**config.mk**
```make
export PLATFORM = sky130hd
export DESIGN_NAME = hazard_ctrl
export DESIGN_NICKNAME = d
export VERILOG_FILES = /design/src/rtl/hazard_ctrl.sv
export SDC_FILE = /design/constraint.sdc
export NUM_CORES = 1
export LEC_CHECK = 0
export ABC_AREA = 1
export BUFFER_PORTS_ARGS = -buffer_cell sky130_fd_sc_hd__buf_2
export CORE_AREA = 2 2 39 41
export CTS_CLUSTER_DIAMETER = 50
export DETAILED_ROUTE_END_ITERATION = 6
export DIE_AREA = 0 0 41 43
export GPL_TIMING_DRIVEN = 0
export PLACE_DENSITY_LB_ADDON = 0.3
export SYNTH_ARGS = -nofsm -noshare
export SYNTH_HDL_FRONTEND = slang
export SYNTH_SLANG_ARGS = --single-unit
```
**constraint.sdc**
```tcl
create_clock -name clk -period 1.1 [get_ports clk]
set_input_delay 0.055 -clock clk [delete_from_list [all_inputs] [get_ports clk]]
set_output_delay 0.055 -clock clk [all_outputs]
set_load 0.02 [all_outputs]
```
**src/rtl/hazard_ctrl.sv**
```systemverilog
// rtl/hazard_ctrl.sv - pipeline hazard controller (stall/flush/freeze FSM)
// Optional perf counters stall_cnt/flush_cnt are enabled by HAZARD_PERF_EN.
module hazard_ctrl #(
  parameter int CNT_W = 32
) (
  input  logic             clk,
  input  logic             reset,
  input  logic             idex_memread,
  input  logic [4:0]       idex_rd,
  input  logic [4:0]       ifid_rs1,
  input  logic [4:0]       ifid_rs2,
  input  logic             branch_taken,
  input  logic             mem_busy,
  output logic             pc_write,
  output logic             ifid_write,
  output logic             ifid_flush,
  output logic             idex_flush,
  output logic             pc_sel_branch,
  output logic [1:0]       state
`ifdef HAZARD_PERF_EN
  ,
  output logic [CNT_W-1:0] stall_cnt,
  output logic [CNT_W-1:0] flush_cnt
`endif
);

  typedef enum logic [1:0] {
    ST_RUN   = 2'd0,
    ST_FLUSH = 2'd1,
    ST_WAIT  = 2'd2
  } state_e;

  state_e state_q, state_d;
  logic   load_use;

  assign load_use = idex_memread && (idex_rd != 5'd0) &&
                    ((idex_rd == ifid_rs1) || (idex_rd == ifid_rs2));

  always_ff @(posedge clk) begin
    if (reset) state_q <= ST_RUN;
    else       state_q <= state_d;
  end

  // Reset forces the visible state to RUN immediately, not only after the edge.
  assign state = reset ? ST_RUN : state_q;

  always_comb begin
    state_d       = ST_RUN;
    pc_write      = 1'b1;
    ifid_write    = 1'b1;
    ifid_flush    = 1'b0;
    idex_flush    = 1'b0;
    pc_sel_branch = 1'b0;
    if (reset) begin
      ifid_flush = 1'b1;
      idex_flush = 1'b1;
    end else if (mem_busy) begin
      pc_write   = 1'b0;
      ifid_write = 1'b0;
      state_d    = ST_WAIT;
    end else begin
      case (state_q)
        ST_RUN, ST_WAIT: begin
          if (branch_taken) begin
            pc_sel_branch = 1'b1;
            ifid_flush    = 1'b1;
            idex_flush    = 1'b1;
            state_d       = ST_FLUSH;
          end else if (load_use) begin
            pc_write   = 1'b0;
            ifid_write = 1'b0;
            idex_flush = 1'b1;
          end
        end
        ST_FLUSH: begin
          // The IF/ID instruction is being discarded, so its load-use match is ignored.
          if (branch_taken) begin
            pc_sel_branch = 1'b1;
            ifid_flush    = 1'b1;
            idex_flush    = 1'b1;
            state_d       = ST_FLUSH;
          end
        end
        default: state_d = ST_RUN;
      endcase
    end
  end

`ifdef HAZARD_PERF_EN
  localparam logic [CNT_W-1:0] CNT_ONE = {{(CNT_W-1){1'b0}}, 1'b1};

  logic [CNT_W-1:0] stall_cnt_q, flush_cnt_q;

  always_ff @(posedge clk) begin
    if (reset) begin
      stall_cnt_q <= '0;
      flush_cnt_q <= '0;
    end else begin
      if (!pc_write && (stall_cnt_q != '1))
        stall_cnt_q <= stall_cnt_q + CNT_ONE;
      if ((ifid_flush || idex_flush) && (flush_cnt_q != '1))
        flush_cnt_q <= flush_cnt_q + CNT_ONE;
    end
  end

  assign stall_cnt = stall_cnt_q;
  assign flush_cnt = flush_cnt_q;
`endif

endmodule

```
Word-level counts from Yosys, hierarchy flattened. Index checks and enable logic that the tools add are counted.

Eq/ne operators: 4. Muxes and demuxes: 19. Reduce and logical (&&, ||, !) cells: 8. Bitwise logic cells: 1.

Operator list (count): $mux 1 (15); $eq 5x5->1 (2); $mux 2 (3); $reduce_or 3->1 (2); $reduce_bool 5->1 (1); $eq 2x1->1 const B (1); $eq 2x2->1 const B (1); $logic_and 1x1->1 (2); $logic_not 2->1 (1); $pmux 1 s2 (1); $reduce_or 2->1 (1); $logic_or 1x1->1 (1); $not 1->1 (1).

Input bits: 20. Register bits after elaboration: 2. Word-level logic and storage cells: 34. Output and inout port bits: 7.

Depth between registers and ports, before layout.
Word-level depth: 8. Mapped depth: 10. Gate-level depth less buffers: 9.

Worst setup path after synthesis. Ideal clock, no wire load.

Path kind: flip-flop to output port. Start: register state_q[0]. End: output port pc_write. Cell stages (with the launch flop): 8. Setup slack: 0.139 ns. Arrival time: 0.906 ns. Required time: 1.045 ns. Path through: dfxtp_1 -> inv_1 -> nand3_1 -> inv_1 -> nand2_1 -> nand2_1 -> nand2_1 -> buf_4.

Word-level cells in the longest chain between the ends: 5. Elaborated cells between the ends (all ways): 6.

RTL lines: start, declared (line 33) `state_e state_q, state_d;`; start signal, assigned (line 41) `else state_q <= state_d;`; $eq 2x2->1 / $logic_not 2->1 (equally long branches); $reduce_or 2->1 (*); $mux 1 (*) (3 in a row); end, declared (line 14) `output logic pc_write,`.

Mark *: on every way between the ends. The rest lies on a longest branch, timed or not.

Worst setup path in the final report.
Start: register state_q[0]. End: output port pc_write.

Word-level cells in the longest chain between the ends: 5. Elaborated cells between the ends (all ways): 6.

RTL lines: $eq 2x2->1 / $logic_not 2->1 (equally long branches) (line 62) `case (state_q)`; $reduce_or 2->1 (*) (line 62); $mux 1 (*) (line 62); $mux 1 (*) (line 57) `end else if (mem_busy) begin`; $mux 1 (*) (line 54) `if (reset) begin`.

Marked as above.

==> flow_metrics.py <==
metrics = {
    "status": {
        "status": "complete, but fails checks",
        "violations": "setup timing",
    },
    "drt": {
        "drt_iter0_drc": 8,
        "wire_per_inst_um": 7.46,
        "num_vias": 460,
        "drtAntennaViolNets": 0,
        "via_per_inst": 3.97,
        "wl_um": 865,
        "first_pass_iters": 4,
        "drcViolationCount": 0,
    },
    "worst_setup_path": {
        "crit_path_start_kind": "flip-flop",
        "critical_path.max_stage_delay_ns": 0.31,
        "worstReg2RegStart": "state_q[0]",
        "cp-endpoint": "pc_write",
        "cp_cell_sequence": "inv_2, nand3_2, inv_2, nand2_1, nand2_1, nand2_2, buf_6, buf_6",
        "path_buf_inv": 4,
        "crit_fanout": 2,
        "crit_family": "buffers and inverters",
        "arrival_ns": 1.11,
        "worstPathRequired_ns": 1.04,
        "critPathKind": "flip-flop to primary output",
        "cp_slowest_cell": "dfxtp_2",
        "r2r_slack_ns": 0.45,
        "path_depth": 8,
        "worst-r2r-cell-count": 3,
        "r2r-end": "state_q[0]",
        "end_kind": "primary output",
        "critical_path.startpoint": "state_q[0]",
    },
    "sta": {
        "setup_ws_ns": -0.0615,
        "tightestPinTransition_ns": 0.182,
        "timing.final.crit_period_ns": 1.16,
        "maxSlewHeadroom_pct": 87.8,
        "finalCritPeriodShare_pct": 106,
        "whs_ns": 0.105,
        "final-hold-violation-count": 0,
        "rsz0062_at_grt": "true",
        "timing.fmax_mhz": 861,
        "finalSetupViolCount": 1,
        "finalMaxSlewViolations": 0,
        "skew_ns": 0.00584,
    },
    "synth": {
        "ys_warn_count": 0,
        "netlist.top_cell.by_area": "nand2_1",
        "synthCells": 70,
        "synth_cell_type_count": 12,
        "ys_seq_area_share_pct": 12.4,
        "ys_ff_latch": 2,
        "post_synth.cell_area_avg_sq_um": 4.63,
        "syn-cell-area_sq_um": 324,
        "syn-num-nets": 90,
        "synthTopCellsByArea": "nand2_1 29%, inv_1 17%, nor2_1 16%",
        "post-synth-top-area-fraction_pct": 29.0,
    },
    "final_layout": {
        "fin_nets": 122,
        "stdcell_count": 116,
        "regArea_sq_um": 41.3,
        "design_area_sq_um": 537,
        "top_register": "state_q",
        "area_growth_pct": 65.6,
        "multi_input_area_sq_um": 228,
        "fillers": 153,
        "largest_register_ffs": 2,
        "antenna_cells": 0,
        "drive_gt1_share_pct": 40.0,
        "reg.largest.list": "state_q (2)",
    },
    "floorplanning": {
        "die_w_um": 41,
        "core_sq_um": 1380,
        "die_y_um": 43,
        "initial_core_util_pct": 23.4,
        "io_pins": 27,
        "num_rows": 14,
        "design.die.area_sq_um": 1760,
    },
    "power_and_ir_drop": {
        "comb_power_share_pct": 41.0,
        "clockPowerShare_pct": 39.8,
        "p_seq_share_pct": 19.2,
        "ir_worst_vdd_v": 0.000527,
        "p_leak_nw": 0.352,
        "switching_share_pct": 33.5,
        "p_per_area_nw_per_um2": 765,
        "switching_power_w": 0.000138,
        "intPower_w": 0.000273,
    },
    "job": {
        "cap_violations": 0,
    },
    "cts": {
        "clock-sinks": 2,
        "clkLatencyLatePin_ns": 0.23,
        "clk_pin_slew_ns": 0.03,
        "clock_path_buffers": 2,
        "htreeDepth": 1,
        "cts_tree": "done",
        "cts-buffers-inserted": 3,
        "cts-root-buf": "clkbuf_4",
    },
    "min_path": {
        "whs_path_depth": 2,
        "hold_path.class": "input pin to flip-flop",
    },
    "place": {
        "gp_congestion": 0.634,
        "dpl_cell_area_sq_um": 474,
        "hpwl_um": 686,
        "io_buffer_count": 26,
        "placedCellCount": 112,
    },
    "grt": {
        "grt_max_degree": 8,
        "antenna_found_initial": 0,
        "grt_use_total_pct": 10.0,
        "grt_pass1_wl_um": 1190,
        "grt-ovfl-total": 0,
        "grt_pass1_vias": 367,
    },
}
## metrics by stage
stage	util (%)	setup WS [ns]	total power, W	TNS [ns]
after global placement	34.3	0.0470	0.000232	0
after global routing	38.8	-0.135	0.000443	-0.329
after detailed placement	34.3	0.0360	0.000234	0
final	38.8	-0.0615	0.000411	-0.0615
after CTS	38.1	-0.0839	0.000419	-0.0887
after floorplan	-	0.139	0.000165	0
## metal layers
layer,wire length (um),global-route usage [%],vias to the layer above
met5,0,0,-
met4,0,8.00,0
met3,61,1.57,0
met2,420,16.6,19
met1,383,10.2,178
li1,-,-,263
## worst register-to-register path, stage by stage (launching register included)
cell and delay [ns]:
dfxtp_2 0.31, nand2_1 0.08, nand3_1 0.09, nor2_1 0.10
## area by class of cell
class                   count  share of cell area, %
repair buffers             27                   28.0
plain buffers               1                   2.10
flip-flops and latches      2                   7.69
clock buffers               3                   4.20
well taps                  16                   3.73
multi-input cells          50                   42.4
inverters                  17                   11.9
## worst min path at each step
stage / from / end / slack (ns)
after floorplan: reset / state_q[0] / 0.13
after global placement: reset / state_q[0] / 0.31
after detailed placement: reset / state_q[0] / 0.31
after CTS: reset / state_q[0] / 0.06
after global routing: reset / state_q[0] / 0.11
final: reset / state_q[0] / 0.10
## timing repair
| item | in CTS | in global routing |
|---|---|---|
| pin swaps | 0 | 1 |
| hold buffers | 0 | 0 |
| setup endpoints to repair | 2 | 5 |
| gates resized for setup | 7 | 5 |
| buffers inserted | 2 | 0 |
## power groups by stage
stage | Sequential [W] | Clock, W | Combinational, W
finish | 0.0000787 | 0.000164 | 0.000168
detailed placement | 0.0000791 | 0 | 0.000155
global placement | 0.0000790 | 0 | 0.000153
global route | 0.0000788 | 0.000177 | 0.000187
CTS | 0.0000787 | 0.000175 | 0.000165
floorplan | 0.0000788 | 0 | 0.0000865
## kinds of logic (layout without fill, tap and decap cells)
family | Yosys count | in the layout | synth area share [%]
flops | 2 | 2 | 12.4
compound gates | 2 | 2 | 3.47
buf+inv | 18 | 48 | 22.0
simple gates | 46 | 46 | 56.8
xor+xnor | 2 | 2 | 5.41
## synth_stat cells, drive strengths merged
cell   number
nand4       1
nand3       5
xnor2       2
dfxtp       2
a31oi       1
nor2       14
buf         1
inv        17
a21oi       1
nand2      26
## cells in the final DEF (no fill, tap or decap), drive strengths merged
cell,count
clkbuf,3
buf,28
nand3,5
xnor2,2
nand4,1
a21oi,1
inv,17
nor2,14
nand2,26
dfxtp,2
a31oi,1
No activity file was read; power rests on OpenSTA's default activity.
